`src/rtl/fetch_queue.sv`:
```
// Instruction fetch queue: circular buffer between imem response and decode,
// with registered head outputs, MIPS field split and single-cycle flush.
module fetch_queue #(
  parameter int unsigned DEPTH  = 2,
  parameter int unsigned WORD_W = 32
) (
  input  logic                             CLK,
  input  logic                             RST,
  input  logic                             flush,
  input  logic                             in_valid,
  output logic                             in_ready,
  input  logic [WORD_W-1:0]                in_instr,
  input  logic [WORD_W-1:0]                in_npc,
  output logic                             out_valid,
  input  logic                             out_ready,
  output logic [WORD_W-1:0]                out_instr,
  output logic [WORD_W-1:0]                out_npc,
  output logic [5:0]                       opcode,
  output logic [4:0]                       rs,
  output logic [4:0]                       rt,
  output logic [4:0]                       rd,
  output logic [4:0]                       shamt,
  output logic [5:0]                       funct,
  output logic [15:0]                      imm16,
  output logic [25:0]                      imm26,
  output logic [$clog2(DEPTH+1)-1:0]       count
);

  localparam int unsigned PTR_W = (DEPTH > 1) ? $clog2(DEPTH) : 1;
  localparam int unsigned CNT_W = $clog2(DEPTH + 1);

  logic [WORD_W-1:0] instr_mem_q [DEPTH];
  logic [WORD_W-1:0] npc_mem_q   [DEPTH];

  logic [PTR_W-1:0]  wr_ptr_q, wr_ptr_d;
  logic [PTR_W-1:0]  rd_ptr_q, rd_ptr_d;
  logic [CNT_W-1:0]  count_q, count_d;
  logic              in_ready_q, in_ready_d;
  logic              out_valid_q, out_valid_d;
  logic [WORD_W-1:0] out_instr_q, out_instr_d;
  logic [WORD_W-1:0] out_npc_q, out_npc_d;

  logic              push;
  logic              pop;
  logic              fwd;
  logic [WORD_W-1:0] head_instr;
  logic [WORD_W-1:0] head_npc;

  assign push = in_valid & in_ready_q;
  assign pop  = out_valid_q & out_ready;

  // Next pointer/count state, plus the next head so outputs stay registered.
  always_comb begin
    wr_ptr_d    = wr_ptr_q;
    rd_ptr_d    = rd_ptr_q;
    count_d     = count_q;
    fwd         = 1'b0;
    head_instr  = '0;
    head_npc    = '0;
    in_ready_d  = 1'b0;
    out_valid_d = 1'b0;
    out_instr_d = '0;
    out_npc_d   = '0;

    if (push) wr_ptr_d = wr_ptr_q + PTR_W'(1);
    if (pop)  rd_ptr_d = rd_ptr_q + PTR_W'(1);
    case ({push, pop})
      2'b10:   count_d = count_q + CNT_W'(1);
      2'b01:   count_d = count_q - CNT_W'(1);
      default: count_d = count_q;
    endcase

    if (flush) begin
      wr_ptr_d = '0;
      rd_ptr_d = '0;
      count_d  = '0;
    end

    // The entry being written this cycle becomes the head when it lands on rd_ptr_d.
    fwd        = push && (wr_ptr_q == rd_ptr_d);
    head_instr = fwd ? in_instr : instr_mem_q[rd_ptr_d];
    head_npc   = fwd ? in_npc   : npc_mem_q[rd_ptr_d];

    in_ready_d  = (count_d < CNT_W'(DEPTH));
    out_valid_d = (count_d != '0);
    out_instr_d = out_valid_d ? head_instr : '0;
    out_npc_d   = out_valid_d ? head_npc   : '0;
  end

  always_ff @(posedge CLK) begin
    if (RST) begin
      wr_ptr_q    <= '0;
      rd_ptr_q    <= '0;
      count_q     <= '0;
      in_ready_q  <= 1'b1;
      out_valid_q <= 1'b0;
      out_instr_q <= '0;
      out_npc_q   <= '0;
    end else begin
      wr_ptr_q    <= wr_ptr_d;
      rd_ptr_q    <= rd_ptr_d;
      count_q     <= count_d;
      in_ready_q  <= in_ready_d;
      out_valid_q <= out_valid_d;
      out_instr_q <= out_instr_d;
      out_npc_q   <= out_npc_d;
    end
  end

  // Storage is not reset; validity is tracked by count.
  always_ff @(posedge CLK) begin
    if (push && !flush && !RST) begin
      instr_mem_q[wr_ptr_q] <= in_instr;
      npc_mem_q[wr_ptr_q]   <= in_npc;
    end
  end

  assign in_ready  = in_ready_q;
  assign out_valid = out_valid_q;
  assign out_instr = out_instr_q;
  assign out_npc   = out_npc_q;
  assign count     = count_q;

  assign opcode = out_instr_q[31:26];
  assign rs     = out_instr_q[25:21];
  assign rt     = out_instr_q[20:16];
  assign rd     = out_instr_q[15:11];
  assign shamt  = out_instr_q[10:6];
  assign funct  = out_instr_q[5:0];
  assign imm16  = out_instr_q[15:0];
  assign imm26  = out_instr_q[25:0];

endmodule

```
`config.mk`:
```
export PLATFORM = sky130hd
export DESIGN_NAME = fetch_queue
export DESIGN_NICKNAME = d
export VERILOG_FILES = /design/src/rtl/fetch_queue.sv
export SDC_FILE = /design/constraint.sdc
export NUM_CORES = 1
export LEC_CHECK = 0
export ABC_AREA = 1
export CORE_MARGIN = 8
export CORE_UTILIZATION = 50
export DETAILED_ROUTE_END_ITERATION = 10
export GPL_ROUTABILITY_DRIVEN = 0
export MAX_ROUTING_LAYER = met4
export PLACE_DENSITY = 0.89
export SLEW_MARGIN = 20
export SYNTH_ARGS = -nofsm -noshare
export SYNTH_HDL_FRONTEND = slang
export SYNTH_SLANG_ARGS = --single-unit
```
`constraint.sdc`:
```
create_clock -name CLK -period 8.3 [get_ports CLK]
set_input_delay 1.245 -clock CLK [delete_from_list [all_inputs] [get_ports CLK]]
set_output_delay 1.245 -clock CLK [all_outputs]
set_load 0.03 [all_outputs]
```
Word-level counts from Yosys, hierarchy flattened

Memories as Yosys holds them, arrays and structs flattened. A register that Yosys moved wholly into a read port is not among the register bits.
Index checks and enable logic that the tools add are counted.

Bits in registers: 6
Memory bits (writable): 128
Bits of input ports: 69
Output and inout bits: 142
Word-level logic and storage cells: 30
Memories kept: 2

Memories:

| memory      | depth | bits a word | read ports | clocked after Yosys merged registers in | wr ports | RTL line | source |
|---|---|---|---|---|---|---|---|
| instr_mem_q | 2     | 32          | 1          | 1                                       | 1        | 32       | `logic [WORD_W-1:0] instr_mem_q [DEPTH];` |
| npc_mem_q   | 2     | 32          | 1          | 1                                       | 1        | 33       | `logic [WORD_W-1:0] npc_mem_q [DEPTH];` |

Add/subtract/negate cells: 4
Magnitude comparators: 1
Equality and inequality tests: 2
Multiplexer cells: 6
Bitwise gates (word level): 3
Reduce and logical (&&, ||, !) cells: 7

Operators with widths:

| cell                                                | count |
|---|---|
| 2-to-1 mux 1 bit                                    | 4 |
| case mux 2 bit (2 select lines)                     | 1 |
| OR reduction 2 bit                                  | 2 |
| adder 1 bit, second input constant                  | 2 |
| adder 2 x 1 -> 2 bit, second input constant         | 1 |
| bitwise AND 1 bit                                   | 2 |
| equality test 2 x 1 -> 1 bit, second input constant | 1 |
| equality test 2 bit, second input constant          | 1 |
| logical AND 1 bit                                   | 2 |
| zero test 1 bit                                     | 2 |
| < comparator 2 bit, second input constant           | 1 |
| 2-to-1 mux 2 bit                                    | 1 |
| nonzero test 2 bit                                  | 1 |
| subtractor 2 x 1 -> 2 bit, second input constant    | 1 |
| NOT 1 bit                                           | 1 |

Longest topological paths before layout

Gate-level depths: netlist of the first run.

Depth after elaboration: 7
Mapped depth: 13

Worst setup path after synthesis of the first run

OpenSTA, ideal clock, no wires.

Kind: input -> register
Start point: input flush
End point: memory instr_mem_q[1][0] (enable)
Setup time: 0.564 ns
Arrival: 5.952 ns
Slack: 1.783 ns
Stages on the path: 3
Cell sequence: or2_1 buf_6 nor3_1

Word-level cells in the longest chain between the ends: 5

RTL lines:

| element                                | RTL line | source |
|---|---|---|
| start, declared                        | 9        | `input logic flush,` |
| zero test 1 bit                        | 112      | `if (push && !flush && !RST) begin` |
| logical AND 1 bit (2 in series)        | 112      |  |
| 2-to-1 mux 1 bit                       | 112      |  |
| 2-to-1 mux 1 bit (not written as such) | 113      | `instr_mem_q[wr_ptr_q] <= in_instr;` |
| end, declared                          | 32       |  |

Every way passes these cells.

Worst setup path after layout of the first run

Start point: input out_ready
End point: register out_instr_q[16] (netlist: out_instr[16]) (read register of instr_mem_q)

Word-level cells in the longest chain between the ends: 7
Elaborated cells on any way between the ends: 10
Classes of those cells: eq/ne (2); mux (4); bitwise (2); reduce/logical (2)

RTL lines:

| element                                                                    | RTL line | source |
|---|---|---|
| start, declared                                                            | 15       | `input logic out_ready,` |
| bitwise AND 1 bit *                                                        | 50       | `assign pop = out_valid_q & out_ready;` |
| equality test 2 x 1 -> 1 bit / equality test 2 bit (equally long branches) | 67       | `case ({push, pop})` |
| case mux 2 bit (2 select lines)                                            | 67       |  |
| 2-to-1 mux 2 bit                                                           | 73       | `if (flush) begin` |
| nonzero test 2 bit                                                         | 85       | `out_valid_d = (count_d != '0);` |
| NOT 1 bit (no source line)                                                 | --       |  |
| OR reduction 2 bit (no source line)                                        | --       |  |
| end, declared                                                              | 40       | `logic [WORD_W-1:0] out_instr_q, out_instr_d;` |

Every way passes the cells marked *; elsewhere a longest branch is shown, timed or not.
A chain may end at the register's enable or synchronous reset.

==> flow_metrics.tcl, run 1 <==
set metrics [dict create \
    end_kind "register" \
    totalPowerFinal_mw 2.25 \
    grt_pass1_vias 6651 \
    vias 6553 \
    clkSinkCount 198 \
    synth_nets 1076 \
    htree_levels 4 \
    startpoint "out_ready" \
    core-area_um2 18000 \
    drt_pass1_iterations 5 \
    drc 0 \
    avgSynthCellArea_um2 9.11 \
    slew_viol_final 0 \
    synth-seq-cells 198 \
    viasPerCell 4.83 \
    final_cell_mix "nand2_1, clkdlybuf4s50_1, inv_1, edfxtp_1, dfxtp_1" \
    r2r_slack_ps 4560 \
    start_util_pct 51.0 \
    grt_usage_pct 18.9 \
    finalCritPeriodShare_pct 56.4 \
    p_seq_share_pct 48.5 \
    slowest_stage "nand3_4" \
    clock_path_buffers 2 \
    min_from "wr_ptr_q" \
    cts_root_buf "clkbuf_16" \
    cp_max_fo 67 \
    row_count 49 \
    syn_area_um2 9170 \
    synth_cells 1006 \
    nNetsFinal 1184 \
    hold_violations 0 \
    drv_cap 0 \
    clkPwrFrac_pct 36.3 \
    cts-resized-gates 0 \
    synthToLayoutAreaGrowth_pct 23.4 \
    cts_buffers 17 \
    ios 211 \
    antenna_cells 0 \
    ys_warn_count 0 \
    post-place-ws_ps 3160 \
    p_leak_nw 5.01 \
    min_period_ps 4680 \
    place_inst 1324 \
    ir_drop_uv 143 \
    hold_class "register to register" \
    crit_type "primary input to register" \
    cp-start-kind "primary input" \
    layout_commonest_cell "nand2_1" \
    fin_cells 1356 \
    gr-total-overflow 0 \
    powerDensity_nw_per_um2 199 \
    drive_gt1_share_pct 9.05 \
    port_buffers 210 \
    fp.dieH_um 151 \
    swShare_pct 26.2 \
    utilization_pct 63.0 \
    post_dp_cell_area_um2 10700 \
    drt_wl_total_um 20800 \
    drtAntennaViolNets 0 \
    design_area_um2 11300 \
    seq_area_frac_synth_pct 57.2 \
    synth_cell_type_count 24 \
    grt_max_degree 68 \
    post_cts_buffers 0 \
    max_freq_ghz 0.214 \
    fp.dieW_um 151 \
    grt_pass1_wl_um 32800 \
    slew-limit-headroom_pct 34.4 \
    antenna_found_initial 0 \
    setup_tns_ps 0 \
    avgRoutedWirePerCell_um 15.3 \
    p_int_mw 1.66 \
    rr_startpoint "out_valid" \
    switching_power_mw 0.590 \
    rsz0062_at_grt "false" \
    fin_ws_ps 3620 \
    worstSkewPairLatency_ps 420 \
    cpPeakStageDelay_ps 980 \
    clock_skew_ps 7.31 \
    cts_hold_buf 0 \
    critPathRequiredTime_ps 8610 \
    combPwrFrac_pct 15.1 \
    dr.first_iter.drc_count 336 \
    cp.arrival_ps 4990 \
    dieArea_um2 22900 \
    clk_pin_slew_ps 70 \
    status "finished clean" \
    cts_tree "done" \
    tightest_slew_ps 982 \
    dpl.hpwl_um 13000 \
    setup_violations 0 \
    whs_ps 508 \
    cp_cell_sequence "clkdlybuf4s50_1 -> nand3_4 -> nand3_4 -> nand2_1 -> nand2_2 -> buf_4 -> nand3_1 -> nand2_1 -> nor2_2" \
]
==> metal layers <==
layer  up-vias  routed length (um)  track usage (%)  share of wire [%]
met5         -                   0                -                  0
met4         0                 502             7.57                2.4
met3        31                1440             3.62                6.9
met2       240               11000             34.7                 53
met1      3012                7880             19.5                 38
li1       3270                   -                -                  -
==> cell families after synthesis <==
group / count (synthesis) / synth area share [%]
DFF: 198 / 57.2
and+or+nand+nor: 473 / 23.9
adders and majority gates: 1 / 0.136
buffers and inverters: 331 / 18.5
AOI/OAI and AO/OA: 3 / 0.246
==> path summary, 6_finish.rpt <==
kind,endpoint,cells after the start
max,out_instr[16],9
min,wr_ptr_q,2
max reg2reg,out_instr[16],8
min reg2reg,wr_ptr_q,2
==> state kept, by name, summed over array words and instances, names as in the netlist <==
signal	count
count	2
in_ready	1
instr_mem_q	64
npc_mem_q	64
out_instr	32
out_npc	32
out_valid	1
rd_ptr_q	1
wr_ptr_q	1
==> power by group through the flow <==
stage	combinational, mW	clock (mW)	sequential [mW]
finish	0.341	0.819	1.09
global route	0.369	0.866	1.10
CTS	0.344	0.830	1.09
detailed placement	0.343	0	1.12
global placement	0.334	0	1.12
floorplan	0.197	0	1.15
==> final cells by class <==
cell class | count | area (um2)
Clock buffer | 18 | 439
Clock inverter | 14 | 150
Fill cell | 1408 | 6650
Inverter | 202 | 758
Multi-Input combinational cell | 477 | 2270
Sequential cell | 198 | 5250
Tap cell | 229 | 287
Timing Repair Buffer | 218 | 2160
==> cells in the mapped netlist <==
| master | count | area [um2] |
|---|---|---|
| nand2_1 | 266 | 998 |
| inv_1 | 202 | 758 |
| edfxtp_1 | 128 | 3840 |
| buf_4 | 82 | 616 |
| dfxtp_1 | 70 | 1400 |
| nand3_1 | 68 | 340 |
| nand4_1 | 67 | 419 |
| nor2_2 | 50 | 313 |
| buf_2 | 29 | 145 |
| nor2_1 | 16 | 60.1 |
| buf_12 | 6 | 120 |
| clkbuf_1 | 6 | 22.5 |
| buf_1 | 5 | 18.8 |
| a21oi_1 | 1 | 5.00 |
| a21oi_2 | 1 | 8.76 |
| buf_6 | 1 | 11.3 |
| ha_1 | 1 | 12.5 |
| nand2_4 | 1 | 11.3 |
| nand3_2 | 1 | 10.0 |
| nand3b_4 | 1 | 20.0 |
| nor2_4 | 1 | 11.3 |
| nor3_1 | 1 | 5.00 |
| o21ai_2 | 1 | 8.76 |
| or2_1 | 1 | 6.26 |
==> worst max-delay path: cells and delay by family <==
| family | cells | cell delay, ps |
|---|---|---|
| and+or+nand+nor | 7 | 2640 |
| buffers and inverters | 2 | 1040 |
Power figures use the tool's default switching activity.
==> run 2, diff against run 1 <==
- clock period: 8.3 -> 4.6 ns (I/O delays scaled with it)
==> run 2 against run 1 <==
Effect of this change: clock skew increased by 3.4 ps; highest routed layer unchanged; hold slack improved by 7.6 ps; global-route usage is 0.62 points higher; largest power group unchanged; setup slack got worse by 2200 ps.
==> flow_metrics.tcl, run 2 (synthesized netlist as in run 1, its figures left out) <==
set metrics [dict create \
    fp.dieH_um 151 \
    grt_pass1_wl_um 33700 \
    cts_hold_buf 0 \
    crit_family "simple AND/OR/NAND/NOR gates" \
    critPathRequiredTime_ps 4910 \
    port_buffers 210 \
    whs_ps 516 \
    synthToLayoutAreaGrowth_pct 24.1 \
    fp.dieW_um 151 \
    gr-total-overflow 0 \
    slowest_stage "nand3_4" \
    core-area_um2 18000 \
    avgRoutedWirePerCell_um 16.0 \
    cpPeakStageDelay_ps 550 \
    crit_type "primary input to register" \
    ir_drop_uv 247 \
    dpl.hpwl_um 13500 \
    row_count 49 \
    clk_pin_slew_ps 70 \
    grt_pass1_vias 6786 \
    hold_violations 0 \
    status "finished clean" \
    cp.arrival_ps 3480 \
    htree_levels 4 \
    drt_pass1_iterations 6 \
    cts-resized-gates 0 \
    start_util_pct 51.0 \
    drt_wl_total_um 21700 \
    antenna_found_initial 2 \
    ios 211 \
    end_kind "register" \
    vias 6680 \
    clock_skew_ps 10.7 \
    layout_commonest_cell "nand2_1" \
    slew_viol_final 0 \
    drive_gt1_share_pct 9.22 \
    drc 0 \
    min_period_ps 3160 \
    final_cell_mix "nand2_1, clkdlybuf4s50_1, inv_1, edfxtp_1, dfxtp_1" \
    cp_cell_sequence "clkdlybuf4s50_1 -> nand3_4 -> nand3_4 -> nand2_1 -> nand3_2 -> buf_4 -> nand2_1 -> inv_1 -> nor2_2" \
    setup_violations 0 \
    worstSkewPairLatency_ps 420 \
    dieArea_um2 22900 \
    finalCritPeriodShare_pct 68.8 \
    nNetsFinal 1185 \
    setup_tns_ps 0 \
    hold_class "register to register" \
    grt_usage_pct 19.5 \
    drv_cap 0 \
    cts_root_buf "clkbuf_16" \
    max_freq_ghz 0.316 \
    top_regs "instr_mem_q x64, npc_mem_q x64" \
    cp-start-kind "primary input" \
    clkSinkCount 198 \
    tightest_slew_ps 916 \
    powerDensity_nw_per_um2 365 \
    drtAntennaViolNets 0 \
    grt_max_degree 67 \
    dr.first_iter.drc_count 430 \
    cp_max_fo 41 \
    cts_buffers 17 \
    post_cts_buffers 0 \
    slew-limit-headroom_pct 38.9 \
    critPathBufInv 3 \
    cts_tree "done" \
    rsz0062_at_grt "false" \
    viasPerCell 4.92 \
    p_leak_nw 5.03 \
    clock_path_buffers 2 \
]
run 2: path summary, 6_finish.rpt:
check	from	end	slack (ps)	depth (start not counted)
setup / recovery	out_ready	out_npc[2]	1440	9
hold / removal	wr_ptr_q	wr_ptr_q	520	2
setup reg to reg	out_valid	out_npc[2]	1810	8
hold reg to reg	wr_ptr_q	wr_ptr_q	520	2
run 2: metrics by stage:
stage | instances | util [%] | area [um2] | worst slack, ps | power [mW]
floorplan | 1006 | - | 9170 | 363 | 2.43
global placement | 1325 | 59.8 | 10800 | 1030 | 2.62
detailed placement | 1325 | 59.8 | 10800 | 943 | 2.64
CTS | 1357 | 63.3 | 11400 | 1410 | 4.18
global route | 1359 | 63.3 | 11400 | 1190 | 4.30
finish | 1359 | 63.3 | 11400 | 1440 | 4.15
run 2: layout make-up:
cell class                 count  area (um2)
tap                          229         287
sequential                   198        5250
timing repair buffer         219        2180
fill                        1492        6590
antenna                        2        5.00
clock inverter                15         194
multi-input combinational    477        2280
clock buffer                  17         425
inverter                     202         758
run 2: routing by layer:
layer	vias to the layer above	GRT usage, %	part of all wire [%]	wire, um
met5	-	-	0	0
met4	0	8.11	2.3	510
met3	26	3.62	6.8	1470
met2	266	36.7	54	11800
met1	3114	19.3	37	7960
li1	3274	-	-	-
run 2: tightest hold or removal path, cell delays in order, from the launching register on:
cell and delay (ps):
dfxtp_1 340, nand2_1 70, a21oi_1 60
run 2: power breakdown:
part           switching [mW]  internal (mW)  total, mW
clock network           0.684          0.873       1.56
logic                   0.386          0.236      0.622
registers              0.0280           1.95       1.98
